File: src/rtl/aclk_key_entry_if.sv
// Keypad-to-LCD key bus for aclk_key_entry.
// The master side drives the raw keypad level, the key code and the 1 Hz tick.
// The slave side, the key-entry block, returns the buffered digits and entry status.
interface aclk_key_entry_if;
  logic       key_down;
  logic [3:0] key_code;
  logic       one_second;
  logic [3:0] key_ms_hr;
  logic [3:0] key_ls_hr;
  logic [3:0] key_ms_min;
  logic [3:0] key_ls_min;
  logic [2:0] key_count;
  logic       entry_done;
  logic       entry_error;

  modport master (
    output key_down, key_code, one_second,
    input  key_ms_hr, key_ls_hr, key_ms_min, key_ls_min, key_count,
           entry_done, entry_error
  );

  modport slave (
    input  key_down, key_code, one_second,
    output key_ms_hr, key_ls_hr, key_ms_min, key_ls_min, key_count,
           entry_done, entry_error
  );
endinterface

File: src/rtl/aclk_key_entry.sv
// Keypad key-entry block for the alarm clock.
// Debounces keypad presses and shifts decimal digits into a 4-digit buffer,
// newest digit in key_ls_min. A partial entry is cleared after TIMEOUT_SEC
// idle seconds, and entry_done pulses when the fourth digit lands.
// Build option: define ACLK_KEY_RANGE_CHECK_EN to reject completed entries
// outside 00:00..23:59. A rejected entry pulses entry_error and clears the buffer.
module aclk_key_entry #(
  parameter int DEBOUNCE_CYCLES = 4,
  parameter int TIMEOUT_SEC     = 10
) (
  input logic              clock,
  input logic              reset,
  aclk_key_entry_if.slave  kbus
);

  localparam int DB_W = $clog2(DEBOUNCE_CYCLES + 1);
  localparam int TO_W = $clog2(TIMEOUT_SEC + 1);

  typedef enum logic [1:0] {IDLE, DEBOUNCE, ACCEPT, WAIT_RELEASE} state_t;

  state_t          state, state_nxt;
  logic [DB_W-1:0] db_cnt;
  logic [TO_W-1:0] to_cnt;
  logic [3:0]      dig3, dig2, dig1, dig0;
  logic [2:0]      cnt;
  logic            done_r, err_r;
  logic            accept_digit;

  // Saturating increment for the debounce counter.
  function automatic logic [DB_W-1:0] db_inc(input logic [DB_W-1:0] v);
    return (int'(v) >= DEBOUNCE_CYCLES) ? v : v + DB_W'(1);
  endfunction

  // Saturating increment for the idle-seconds counter.
  function automatic logic [TO_W-1:0] to_inc(input logic [TO_W-1:0] v);
    return (int'(v) >= TIMEOUT_SEC) ? v : v + TO_W'(1);
  endfunction

`ifdef ACLK_KEY_RANGE_CHECK_EN
  // True when h1h0:m1m0 is a legal 24-hour time.
  function automatic logic entry_in_range(input logic [3:0] h1, h0, m1, m0);
    int hh, mm;
    hh = int'(h1) * 10 + int'(h0);
    mm = int'(m1) * 10 + int'(m0);
    return (hh <= 23) && (mm <= 59);
  endfunction
`endif

  // State register.
  always_ff @(posedge clock) begin
    if (reset) state <= IDLE;
    else       state <= state_nxt;
  end

  // Next-state logic: a key must stay down DEBOUNCE_CYCLES edges, then wait for release.
  always_comb begin
    state_nxt = state;
    case (state)
      IDLE:         if (kbus.key_down) state_nxt = DEBOUNCE;
      DEBOUNCE: begin
        if (!kbus.key_down)                           state_nxt = IDLE;
        else if (int'(db_cnt) + 1 >= DEBOUNCE_CYCLES) state_nxt = ACCEPT;
      end
      ACCEPT:       state_nxt = WAIT_RELEASE;
      WAIT_RELEASE: if (!kbus.key_down) state_nxt = IDLE;
      default:      state_nxt = IDLE;
    endcase
  end

  // Output decode: ACCEPT lasts one cycle, so a digit is taken exactly once per press.
  always_comb begin
    accept_digit = (state == ACCEPT) && (kbus.key_code < 4'd10);
  end

  // Debounce counter: counts consecutive key_down cycles, cleared on any drop.
  always_ff @(posedge clock) begin
    if (reset) begin
      db_cnt <= '0;
    end else begin
      case (state)
        IDLE:     db_cnt <= kbus.key_down ? DB_W'(1) : '0;
        DEBOUNCE: db_cnt <= kbus.key_down ? db_inc(db_cnt) : '0;
        default:  db_cnt <= '0;
      endcase
    end
  end

  // Digit buffer, count, idle timeout and completion pulses; acceptance beats timeout.
  always_ff @(posedge clock) begin
    if (reset) begin
      dig3 <= '0; dig2 <= '0; dig1 <= '0; dig0 <= '0;
      cnt <= '0; to_cnt <= '0; done_r <= 1'b0; err_r <= 1'b0;
    end else begin
      done_r <= 1'b0;
      err_r  <= 1'b0;
      if (accept_digit) begin
        to_cnt <= '0;
        if (cnt == 3'd4) begin
          // A key after a complete entry starts a fresh one.
          dig3 <= '0; dig2 <= '0; dig1 <= '0; dig0 <= kbus.key_code;
          cnt  <= 3'd1;
        end else if (cnt == 3'd3) begin
`ifdef ACLK_KEY_RANGE_CHECK_EN
          if (entry_in_range(dig2, dig1, dig0, kbus.key_code)) begin
            dig3 <= dig2; dig2 <= dig1; dig1 <= dig0; dig0 <= kbus.key_code;
            cnt <= 3'd4; done_r <= 1'b1;
          end else begin
            dig3 <= '0; dig2 <= '0; dig1 <= '0; dig0 <= '0;
            cnt <= '0; err_r <= 1'b1;
          end
`else
          dig3 <= dig2; dig2 <= dig1; dig1 <= dig0; dig0 <= kbus.key_code;
          cnt <= 3'd4; done_r <= 1'b1;
`endif
        end else begin
          dig3 <= dig2; dig2 <= dig1; dig1 <= dig0; dig0 <= kbus.key_code;
          cnt <= cnt + 3'd1;
        end
      end else if (kbus.one_second && cnt != 3'd0 && cnt != 3'd4) begin
        if (int'(to_cnt) + 1 >= TIMEOUT_SEC) begin
          dig3 <= '0; dig2 <= '0; dig1 <= '0; dig0 <= '0;
          cnt <= '0; to_cnt <= '0;
        end else begin
          to_cnt <= to_inc(to_cnt);
        end
      end
    end
  end

  assign kbus.key_ms_hr   = dig3;
  assign kbus.key_ls_hr   = dig2;
  assign kbus.key_ms_min  = dig1;
  assign kbus.key_ls_min  = dig0;
  assign kbus.key_count   = cnt;
  assign kbus.entry_done  = done_r;
  assign kbus.entry_error = err_r;

endmodule
File: src/flat_wrapper.sv
// flat-port wrapper written by rule: the top's interface ports become plain ports
module aclk_key_entry_flat 
#(
  parameter int DEBOUNCE_CYCLES = 4,
  parameter int TIMEOUT_SEC     = 10
)
  (clock, reset, kbus_key_down, kbus_key_code, kbus_one_second, kbus_key_ms_hr, kbus_key_ls_hr, kbus_key_ms_min, kbus_key_ls_min, kbus_key_count, kbus_entry_done, kbus_entry_error);
  aclk_key_entry_if kbus_i ();
  input logic clock;
  input logic reset;
  input wire logic [$bits(kbus_i.key_down)-1:0] kbus_key_down;
  input wire logic [$bits(kbus_i.key_code)-1:0] kbus_key_code;
  input wire logic [$bits(kbus_i.one_second)-1:0] kbus_one_second;
  output wire logic [$bits(kbus_i.key_ms_hr)-1:0] kbus_key_ms_hr;
  output wire logic [$bits(kbus_i.key_ls_hr)-1:0] kbus_key_ls_hr;
  output wire logic [$bits(kbus_i.key_ms_min)-1:0] kbus_key_ms_min;
  output wire logic [$bits(kbus_i.key_ls_min)-1:0] kbus_key_ls_min;
  output wire logic [$bits(kbus_i.key_count)-1:0] kbus_key_count;
  output wire logic [$bits(kbus_i.entry_done)-1:0] kbus_entry_done;
  output wire logic [$bits(kbus_i.entry_error)-1:0] kbus_entry_error;
  assign kbus_i.key_down = kbus_key_down;
  assign kbus_i.key_code = kbus_key_code;
  assign kbus_i.one_second = kbus_one_second;
  assign kbus_key_ms_hr = kbus_i.key_ms_hr;
  assign kbus_key_ls_hr = kbus_i.key_ls_hr;
  assign kbus_key_ms_min = kbus_i.key_ms_min;
  assign kbus_key_ls_min = kbus_i.key_ls_min;
  assign kbus_key_count = kbus_i.key_count;
  assign kbus_entry_done = kbus_i.entry_done;
  assign kbus_entry_error = kbus_i.entry_error;
  aclk_key_entry #(.DEBOUNCE_CYCLES(DEBOUNCE_CYCLES), .TIMEOUT_SEC(TIMEOUT_SEC)) u_core (.clock(clock), .reset(reset), .kbus(kbus_i));
endmodule
File: config.mk
export PLATFORM = sky130hd
export DESIGN_NAME = aclk_key_entry_flat
export DESIGN_NICKNAME = d
export VERILOG_FILES = /design/src/rtl/aclk_key_entry_if.sv /design/src/rtl/aclk_key_entry.sv /design/src/flat_wrapper.sv
export SDC_FILE = /design/constraint.sdc
export NUM_CORES = 1
export LEC_CHECK = 0
export ABC_AREA = 1
export BUFFER_PORTS_ARGS = -buffer_cell sky130_fd_sc_hd__buf_2
export CORE_MARGIN = 2
export CORE_UTILIZATION = 39
export DETAILED_ROUTE_END_ITERATION = 8
export GPL_TIMING_DRIVEN = 1
export PLACE_DENSITY = 0.61
export SLEW_MARGIN = 20
export SYNTH_ARGS = -nofsm -noshare
export SYNTH_HDL_FRONTEND = slang
export SYNTH_SLANG_ARGS = --single-unit
File: constraint.sdc
create_clock -name clock -period 1.9 [get_ports clock]
set_input_delay 0.285 -clock clock [delete_from_list [all_inputs] [get_ports clock]]
set_output_delay 0.285 -clock clock [all_outputs]
set_load 0.005 [all_outputs]
**Word level (Yosys, flattened, before mapping)**

Index checks and enable logic that the tools add are counted.

- Input port bits: 8
- Output and inout port bits: 21
- Register bits: 29
- Logic and storage cells: 69

- Bitwise gates (word level): 1
- Magnitude comparators: 5
- Multiplexer cells: 26
- Equality and inequality tests: 11
- Reduce and logical (&&, ||, !) cells: 12
- Add/sub/neg operators: 5

Operators by type and width:

| cell | count |
|---|---|
| $mux 4 | 11 |
| $ge 32x4->1 const B | 1 |
| $ge 32x5->1 const B | 1 |
| $mux 3 | 7 |
| $mux 2 | 4 |
| $pmux 2 s4 | 1 |
| $add 3x1->3 const B | 2 |
| $ne 3x3->1 const B | 2 |
| $pmux 3 s2 | 1 |
| $add 4x1->5 const B | 1 |
| $add 3x1->4 const B | 1 |
| $add 4x1->4 const B | 1 |
| $eq 2x2->1 const B | 2 |
| $ge 4x4->1 const B | 1 |
| $lt 4x4->1 const B | 1 |
| $ne 2x2->1 const B | 2 |
| $reduce_and 2->1 | 2 |
| $reduce_bool 2->1 | 2 |
| $eq 3x2->1 const B | 1 |
| $eq 3x3->1 const B | 1 |
| $ge 3x3->1 const B | 1 |
| $logic_and 1x1->1 | 3 |
| $ne 3x2->1 const B | 1 |
| $reduce_and 3->1 | 1 |
| 8 further kinds | 9 |

**Depth between registers and ports, before layout**

Gate-level depths: netlist (run 1).

- Word-level depth: 5
- Mapped depth: 11
- Mapped depth without buffers: 10

**Least setup slack after synthesis (run 1)**

Ideal clock, no wire load.

- Path type: register -> register
- Start point: reg u_core.to_cnt[0]
- End point: reg u_core.cnt[2], in the netlist u_core.kbus.key_count[2]
- Required time: 1.829 ns
- Data arrival time: 1.464 ns
- Setup time: 0.071 ns
- Path buffers: 1
- Path slack: 0.365 ns
- Clock period less this slack: 1.535 ns
- Cell stages (with the launch flop): 12
- Path through: dfxtp_1 inv_1 ha_1 inv_1 nor2_1 nand2_1 nand2_4 nand3_2 nand2_4 buf_12 nand2_2 a21oi_2

- Word-level cells in the longest chain between the ends: 4

RTL lines:

| element | line | source |
|---|---|---|
| start: declaration | aclk_key_entry.sv:23 | `logic [TO_W-1:0] to_cnt;` |
| start signal: assignment | aclk_key_entry.sv:124 | `to_cnt <= to_inc(to_cnt);` |
| $add 4x1->5 | aclk_key_entry.sv:120 | `if (int'(to_cnt) + 1 >= TIMEOUT_SEC) begin` |
| $ge 32x5->1 | aclk_key_entry.sv:120 |  |
| $reduce_bool 2->1 (no source line) | -- |  |
| $reduce_and 2->1 (no source line) | -- |  |
| end signal: assignment | aclk_key_entry.sv:117 | `cnt <= cnt + 3'd1;` |
| end: declaration | aclk_key_entry.sv:25 | `logic [2:0] cnt;` |

Every way passes these cells.
A chain may end at the register's enable or synchronous reset.

**Final worst setup path (run 1)**

- Start point: reg u_core.to_cnt[0]
- End point: reg u_core.dig1[1], in the netlist u_core.kbus.key_ms_min[1]

- Word-level cells in the longest chain between the ends: 4

RTL lines:

| element | line | source |
|---|---|---|
| $add 4x1->5 | aclk_key_entry.sv:120 |  |
| $ge 32x5->1 | aclk_key_entry.sv:120 |  |
| $reduce_bool 2->1 (no source line) | -- |  |
| $reduce_and 2->1 (no source line) | -- |  |
| end signal: assignment | aclk_key_entry.sv:112 | `dig3 <= dig2; dig2 <= dig1; dig1 <= dig0; dig0 <= kbus.key_code;` |
| end signal: assignment | aclk_key_entry.sv:116 | `dig3 <= dig2; dig2 <= dig1; dig1 <= dig0; dig0 <= kbus.key_code;` |
| end: declaration | aclk_key_entry.sv:24 | `logic [3:0] dig3, dig2, dig1, dig0;` |

Every way passes these cells.

==> load_flow_metrics.sql, run 1 <==
INSERT INTO impl_metrics (metric_group, metric, value, unit) VALUES
('outcome', 'outcome', 'finished clean', ''),
('timing', 'setup-violations-final', '0', ''),
('timing', 'hold_violations', '0', ''),
('synthesis', 'synthesis.instances', '176', ''),
('finish', 'regArea', '581', 'sq um'),
('finish', 'synthToLayoutAreaGrowth', '16.5', '%'),
('timing', 'hold_slack', '0.217', 'ns'),
('job', 'cap_viol_max_count', '0', ''),
('clocking', 'tritoncts.num_buffers', '5', ''),
('grt', 'maximum_number_of_pins_on_one_net_before_global_route_repair', '20', ''),
('synthesis', 'postSynth.asyncResetShare', '0', '%'),
('setup_path', 'rr_endpoint', 'u_core.kbus.key_ms_min[1]', ''),
('die', 'boundaryPins', '29', ''),
('grt', 'grt_first_pass_wirelength', '4.62', 'mm'),
('route', 'met2RoutedLength', '1.32', 'mm'),
('worst_hold_path', 'min_path_cells', '2', ''),
('clocking', 'ctsRootBufferMaster', 'sky130_fd_sc_hd__clkbuf_4', ''),
('place', 'detailed_place_hpwl', '2.12', 'mm'),
('die', 'fp.dieArea', '4050', 'sq um'),
('route', 'drc', '0', ''),
('finish', 'multi_input_comb_area', '709', 'sq um'),
('synthesis', 'synthesized_net_count', '191', ''),
('clocking', 'postCtsSetupRepairBufs', '0', ''),
('clocking', 'clock_tree_from_tritoncts', 'done', ''),
('clocking', 'clockBufferDepth', '2', ''),
('timing', 'timing_max_transition_violations_final', '0', ''),
('setup_path', 'start_kind', 'register', ''),
('die', 'initial_utilization', '40.9', '%'),
('route', 'drt.antenna.violating_nets', '0', ''),
('timing', 'timing.final.crit_period', '1.66', 'ns'),
('die', 'core', '3390', 'sq um'),
('power_and_ir_drop', 'worst_ir_drop_vdd', '327', 'uV'),
('finish', 'layout.nets', '222', ''),
('finish', 'post_route_cells_drive_above_1_share', '29.5', '%'),
('timing', 'setup_total_negative_slack', '0', 'ns'),
('worst_hold_path', 'hold_path.startpoint', 'reset', ''),
('setup_path', 'required', '2.14', 'ns'),
('die', 'die_height', '63.7', 'microns'),
('setup_path', 'timing.reg2reg.setup_slack', '0.24', 'ns'),
('worst_hold_path', 'worst_hold_path_type', 'in -> reg', ''),
('synthesis', 'syn-mean-instance-area', '7.88', 'sq um'),
('synthesis', 'synth_flop_cell', 'sky130_fd_sc_hd__dfxtp_1', ''),
('clocking', 'maximum_level_of_the_cts_h_tree', '2', ''),
('synthesis', 'ys_ff_latch', '29', ''),
('route', 'drt-initial-drc-count', '50', ''),
('power_and_ir_drop', 'p_per_area', '621', 'nW/um^2'),
('route', 'drtPass1Iterations', '4', ''),
('power_and_ir_drop', 'total_power', '1000', 'uW'),
('route', 'routed-via-count', '1208', ''),
('setup_path', 'timing.critical_path.to_type', 'register', ''),
('finish', 'antennaDiodeCount', '0', ''),
('grt', 'globalRouteTotalUtil', '14.4', '%'),
('route', 'wire_per_inst', '11.1', 'microns'),
('timing', 'period_share', '87.4', '%'),
('setup_path', 'source_of_the_critical_timing_path', 'u_core.to_cnt[0]', ''),
('clocking', 'clkSlewWorstSetupHoldPaths', '0.08', 'ns'),
('synthesis', 'synth_enable_flop_cells', '0', ''),
('place', 'port_buffers', '27', ''),
('grt', 'first_global_vias', '1106', ''),
('finish', 'fill_cells', '338', ''),
('clocking', 'numClockSinks', '29', ''),
('timing', 'max_freq', '0.602', 'GHz'),
('route', 'wl_met1', '1.31', 'mm'),
('route', 'dr_top_layer', 'met4', ''),
('worst_hold_path', 'timing.hold.worst_endpoint', 'u_core.db_cnt[1]', ''),
('setup_path', 'cp.arrival', '1.90', 'ns'),
('route', 'drt_wirelength', '2.81', 'mm'),
('setup_path', 'rr_worst_depth', '10', ''),
('setup_path', 'timing.critical_path.fanout_max', '19', ''),
('synthesis', 'syn-cell-area', '1390', 'sq um'),
('clocking', 'worst_skew_pair.late_latency', '0.31', 'ns');
## state kept, by name, summed over array words and instances (netlist names), named ones only
register and flops:
u_core.kbus.key_ls_min 4, u_core.kbus.key_ls_hr 4, u_core.kbus.key_count 3, u_core.kbus.entry_done 1, u_core.db_cnt 3, u_core.state 1, u_core.kbus.key_ms_min 4, u_core.to_cnt 4
u_core.kbus.key_ms_hr 4
## Yosys cell counts (2+ instances only)
master	n	area share (%)
sky130_fd_sc_hd__clkbuf_1	2	0.54
sky130_fd_sc_hd__nand3_1	8	2.9
sky130_fd_sc_hd__nand4_1	4	1.8
sky130_fd_sc_hd__inv_1	16	4.3
sky130_fd_sc_hd__nand2_2	11	5.0
sky130_fd_sc_hd__a21oi_2	11	6.9
sky130_fd_sc_hd__nand2_1	44	12
sky130_fd_sc_hd__nor2_1	11	3.0
sky130_fd_sc_hd__a21oi_1	14	5.0
sky130_fd_sc_hd__nor3_1	2	0.72
sky130_fd_sc_hd__buf_4	2	1.1
sky130_fd_sc_hd__nand3b_1	2	1.1
sky130_fd_sc_hd__nand2_4	2	1.6
sky130_fd_sc_hd__ha_1	7	6.3
sky130_fd_sc_hd__o21ai_0	3	1.1
sky130_fd_sc_hd__dfxtp_1	29	42
## placed cells by master, fill, tap and decap left out
cell type / Yosys / layout
sky130_fd_sc_hd__conb_1: 1 / 1
sky130_fd_sc_hd__a21oi_1: 14 / 14
sky130_fd_sc_hd__ha_1: 7 / 7
sky130_fd_sc_hd__clkbuf_8: 0 / 1
sky130_fd_sc_hd__nand3_1: 8 / 8
sky130_fd_sc_hd__clkbuf_1: 2 / 1
sky130_fd_sc_hd__o21bai_1: 1 / 1
sky130_fd_sc_hd__nor2_1: 11 / 11
sky130_fd_sc_hd__buf_2: 0 / 27
sky130_fd_sc_hd__nand2_2: 11 / 11
sky130_fd_sc_hd__o21ai_0: 3 / 3
sky130_fd_sc_hd__nand4_1: 4 / 4
sky130_fd_sc_hd__clkbuf_4: 0 / 5
sky130_fd_sc_hd__and3_1: 1 / 1
sky130_fd_sc_hd__nand2_8: 0 / 1
sky130_fd_sc_hd__inv_1: 16 / 16
sky130_fd_sc_hd__inv_2: 1 / 1
sky130_fd_sc_hd__a311oi_1: 1 / 1
sky130_fd_sc_hd__buf_4: 2 / 2
sky130_fd_sc_hd__nand3_2: 1 / 1
sky130_fd_sc_hd__dfxtp_1: 29 / 29
sky130_fd_sc_hd__nand2_1: 44 / 44
sky130_fd_sc_hd__nand2_4: 2 / 1
sky130_fd_sc_hd__nand3b_1: 2 / 2
sky130_fd_sc_hd__a21oi_2: 11 / 11
sky130_fd_sc_hd__nor3_1: 2 / 2
sky130_fd_sc_hd__a211oi_1: 1 / 1
## cell type report
type	instances	share of cell area (%)
multi-input cells	125	43.9
flip-flops and latches	29	35.9
repair buffers	29	9.29
inverters	17	3.95
clock buffers	7	3.41
well taps	46	3.56
## worst max-delay path, cell delays in order, from the launching register on
cell and delay, ns:
sky130_fd_sc_hd__dfxtp_1 0.40, sky130_fd_sc_hd__inv_1 0.09, sky130_fd_sc_hd__ha_1 0.28, sky130_fd_sc_hd__inv_1 0.05
sky130_fd_sc_hd__nor2_1 0.08, sky130_fd_sc_hd__nand2_1 0.10, sky130_fd_sc_hd__nand2_4 0.10, sky130_fd_sc_hd__nand3_2 0.11
sky130_fd_sc_hd__nand2_8 0.18, sky130_fd_sc_hd__nand2_1 0.07, sky130_fd_sc_hd__a21oi_1 0.13
## power breakdown
group	switching (uW)	internal (uW)	total [uW]
clock network	186	174	360
registers	2.78	610	613
logic	19.5	11.1	30.7
total	208	795	1000
## what timing repair did
item                                   4_1_cts  5_1_grt
hold buffers                                 0        0
resized for setup                            0        1
endpoints found under the hold margin        0        0
setup endpoints to repair                    0        3
## kinds of logic (layout without fill, tap and decap cells)
logic type / Yosys count / in the layout / share of synthesized area [%]
AO/OA/AOI/OAI: 31 / 31 / 14.8
other: 1 / 1 / 0.270
flip-flops: 29 / 29 / 41.8
buffers and inverters: 22 / 53 / 7.66
adder cells (fa/ha/maj): 7 / 7 / 6.31
AND/OR/NAND/NOR: 86 / 86 / 29.1
## how the worst max path moves through the flow
| stage | end | slack (ns) | cells after the start |
|---|---|---|---|
| floorplan | u_core.kbus.key_count[2] | 0.36 | 11 |
| global placement | u_core.kbus.key_ms_hr[2] | 0.30 | 10 |
| detailed placement | u_core.kbus.key_ms_min[1] | 0.21 | 10 |
| CTS | u_core.kbus.key_ms_min[1] | 0.19 | 10 |
| global route | u_core.kbus.key_ms_min[1] | 0.03 | 10 |
| finish | u_core.kbus.key_ms_min[1] | 0.24 | 10 |
## stage by stage
stage,setup WS (ns),util (%),std cells,cell area [sq um]
global route,0.0279,47.7,253,1620
finish,0.240,47.7,253,1620
floorplan,0.365,-,176,1390
detailed placement,0.208,45.8,246,1550
CTS,0.187,47.4,253,1610
global placement,0.304,45.8,246,1550
## per-layer routing
metal  up-vias  track usage, %
met5         -               0
met4         0            4.89
met3         4            4.64
met2        27            24.6
met1       548            16.8
li1        629               -
Note: power is estimated with default switching activity, not from simulation.
==> run 2, diff against run 1 <==
RECOVER_POWER = 100   (was unset)
==> run 2 against run 1 <==
Compared with the run above:
- first-iteration DRC count grew 32%
- highest routed layer unchanged
- core utilization shrank 0.85 points
- hold slack got worse by 0.0031 ns
- sequential share of layout area rose by 0.65 points
- cell area fell by 1.8%
- register-to-register slack better by 0.02 ns
- non-clock buffer count unchanged
- worst setup slack improved by 0.017 ns
==> load_flow_metrics.sql, run 2 (synthesis gave the netlist of run 1 again) <==
INSERT INTO impl_metrics (metric_group, metric, value, unit) VALUES
('outcome', 'outcome', 'finished clean', ''),
('finish', 'layout.nets', '222', ''),
('route', 'drt.antenna.violating_nets', '0', ''),
('timing', 'timing_max_transition_violations_final', '0', ''),
('route', 'drc', '0', ''),
('route', 'drt_wirelength', '2.81', 'mm'),
('clocking', 'clockBufferDepth', '2', ''),
('place', 'place_congestion', '0.879', ''),
('setup_path', 'source_of_the_critical_timing_path', 'u_core.to_cnt[0]', ''),
('clocking', 'postCtsSetupRepairBufs', '0', ''),
('timing', 'timing.final.crit_period', '1.64', 'ns'),
('finish', 'synthToLayoutAreaGrowth', '14.4', '%'),
('timing', 'setup_repair_after_global_routing_missed_its_margin', 'false', ''),
('timing', 'hold_violations', '0', ''),
('power_and_ir_drop', 'worst_ir_drop_vdd', '326', 'uV'),
('job', 'cap_viol_max_count', '0', ''),
('worst_hold_path', 'worst_hold_path_type', 'in -> reg', ''),
('place', 'placed_cells', '246', ''),
('setup_path', 'worst-setup-path-type', 'reg -> reg', ''),
('die', 'boundaryPins', '29', ''),
('finish', 'layout.cells.most_common_list', 'sky130_fd_sc_hd__nand2_1, sky130_fd_sc_hd__dfxtp_1, sky130_fd_sc_hd__buf_2, sky130_fd_sc_hd__inv_1, sky130_fd_sc_hd__a21oi_1', ''),
('setup_path', 'timing.critical_path.to_type', 'register', ''),
('place', 'placed_area', '1550', 'sq um'),
('timing', 'setup-violations-final', '0', ''),
('grt', 'gr-total-overflow', '0', ''),
('clocking', 'maximum_level_of_the_cts_h_tree', '2', ''),
('place', 'detailedPlace.worstSlack', '0.208', 'ns'),
('clocking', 'clock_tree_from_tritoncts', 'done', ''),
('die', 'core', '3390', 'sq um'),
('route', 'drtPass1Iterations', '4', ''),
('die', 'die_height', '63.7', 'microns'),
('grt', 'grt_first_pass_wirelength', '4.62', 'mm'),
('route', 'routed-via-count', '1201', ''),
('timing', 'period_share', '86.5', '%'),
('grt', 'maximum_number_of_pins_on_one_net_before_global_route_repair', '20', ''),
('finish', 'antennaDiodeCount', '0', ''),
('grt', 'globalRouteTotalUtil', '14.4', '%'),
('setup_path', 'slowest_stage', 'sky130_fd_sc_hd__dfxtp_1', ''),
('finish', 'layout.cells.most_common', 'sky130_fd_sc_hd__nand2_1', ''),
('route', 'detail_route.vias_per_cell', '4.75', ''),
('setup_path', 'timing.critical_path.fanout_max', '19', ''),
('setup_path', 'crit_chain', 'inv_1, ha_1, inv_1, nor2_1, nand2_1, nand2_4, nand3_2, nand2_8, nand2_1, a21oi_1', ''),
('clocking', 'worst_skew_pair.late_latency', '0.31', 'ns'),
('setup_path', 'cp.arrival', '1.88', 'ns'),
('die', 'standard_cell_rows', '21', ''),
('clocking', 'numClockSinks', '29', ''),
('finish', 'fin_area', '1590', 'sq um'),
('grt', 'first_global_vias', '1106', ''),
('timing', 'timing.final.ws_setup', '0.257', 'ns'),
('timing', 'max_freq', '0.609', 'GHz'),
('finish', 'stdcell_count', '253', ''),
('clocking', 'tritoncts.num_buffers', '5', ''),
('power_and_ir_drop', 'power.static_leakage', '0.000658', 'uW'),
('power_and_ir_drop', 'total_power', '1000', 'uW'),
('die', 'fp.dieArea', '4050', 'sq um'),
('setup_path', 'critical_path.reg2reg.startpoint', 'u_core.to_cnt[0]', ''),
('timing', 'clock_skew', '0.00397', 'ns'),
('die', 'fp.dieW', '63.7', 'microns'),
('place', 'port_buffers', '27', ''),
('route', 'wire_per_inst', '11.1', 'microns'),
('finish', 'post_route_cells_drive_above_1_share', '23.2', '%'),
('setup_path', 'start_kind', 'register', ''),
('clocking', 'ctsRootBufferMaster', 'sky130_fd_sc_hd__clkbuf_4', ''),
('place', 'detailed_place_hpwl', '2.12', 'mm'),
('die', 'initial_utilization', '40.9', '%'),
('power_and_ir_drop', 'p_per_area', '633', 'nW/um^2'),
('clocking', 'clkSlewWorstSetupHoldPaths', '0.08', 'ns'),
('route', 'drt-initial-drc-count', '66', ''),
('timing', 'setup_total_negative_slack', '0', 'ns'),
('setup_path', 'required', '2.14', 'ns'),
('setup_path', 'worst_path_largest_cell_delay', '0.40', 'ns'),
('grt', 'antenna_violations_before_repair', '0', ''),
('worst_hold_path', 'hold_path.startpoint', 'reset', '');
==> run 2: cell types whose count changed in the layout (fill, tap and decap cells not counted), sizes merged <==
cell	previous run	this run
buf	29	25
clkbuf	7	11
==> run 2: path summary, 6_finish.rpt <==
| check | end | slack [ns] | cells past startpoint |
|---|---|---|---|
| hold / removal | u_core.db_cnt[1] | 0.21 | 2 |
| hold reg to reg | u_core.kbus.key_ms_hr[1] | 0.47 | 2 |
| setup reg to reg | u_core.kbus.key_ms_min[1] | 0.26 | 10 |
| setup / recovery | u_core.kbus.key_ms_min[1] | 0.26 | 10 |
==> run 2: final cells by class <==
type | instances | area [sq um]
well taps | 46 | 57.6
clock buffers | 7 | 55.1
flip-flops and latches | 29 | 581
fillers | 343 | 1800
inverters | 17 | 63.8
multi-input cells | 125 | 687
repair buffers | 29 | 144
==> run 2: stage by stage <==
step	utilization (%)	hold slack [ns]
3_3_place_gp	45.8	0.451
3_5_place_dp	45.8	0.463
4_1_cts	47.4	0.204
6_report	46.8	0.214
5_1_grt	46.8	0.216
2_1_floorplan	-	0.363
==> run 2: repair_timing <==
action | in CTS | in global routing
endpoints found under the setup margin | 0 | 3
hold buffers | 0 | 0
gates resized for setup | 0 | 1
==> run 2: metal layers <==
layer  global-route usage (%)  share of wire, %  vias to the layer above
met5                        0                 0                        -
met4                     4.89               1.2                        0
met3                     4.64               5.0                        4
met2                     24.6                47                       25
met1                     16.8                47                      542
li1                         -                 -                      630
==> run 2: report_power, final <==
| part | internal (uW) | switching (uW) | leakage (uW) |
|---|---|---|---|
| logic | 11.1 | 19.2 | 0.000392 |
| clock network | 174 | 187 | 0.0000314 |
| registers | 610 | 2.78 | 0.000234 |
| total | 795 | 209 | 0.000658 |
==> run 2: critical path: cells and delay by family, from the launching register on <==
family | cells | cell delay, ns
AND/OR/NAND/NOR | 6 | 0.62
flip-flops | 1 | 0.40
adder cells (fa/ha/maj) | 1 | 0.28
buffers and inverters | 2 | 0.15
AO/OA/AOI/OAI | 1 | 0.13
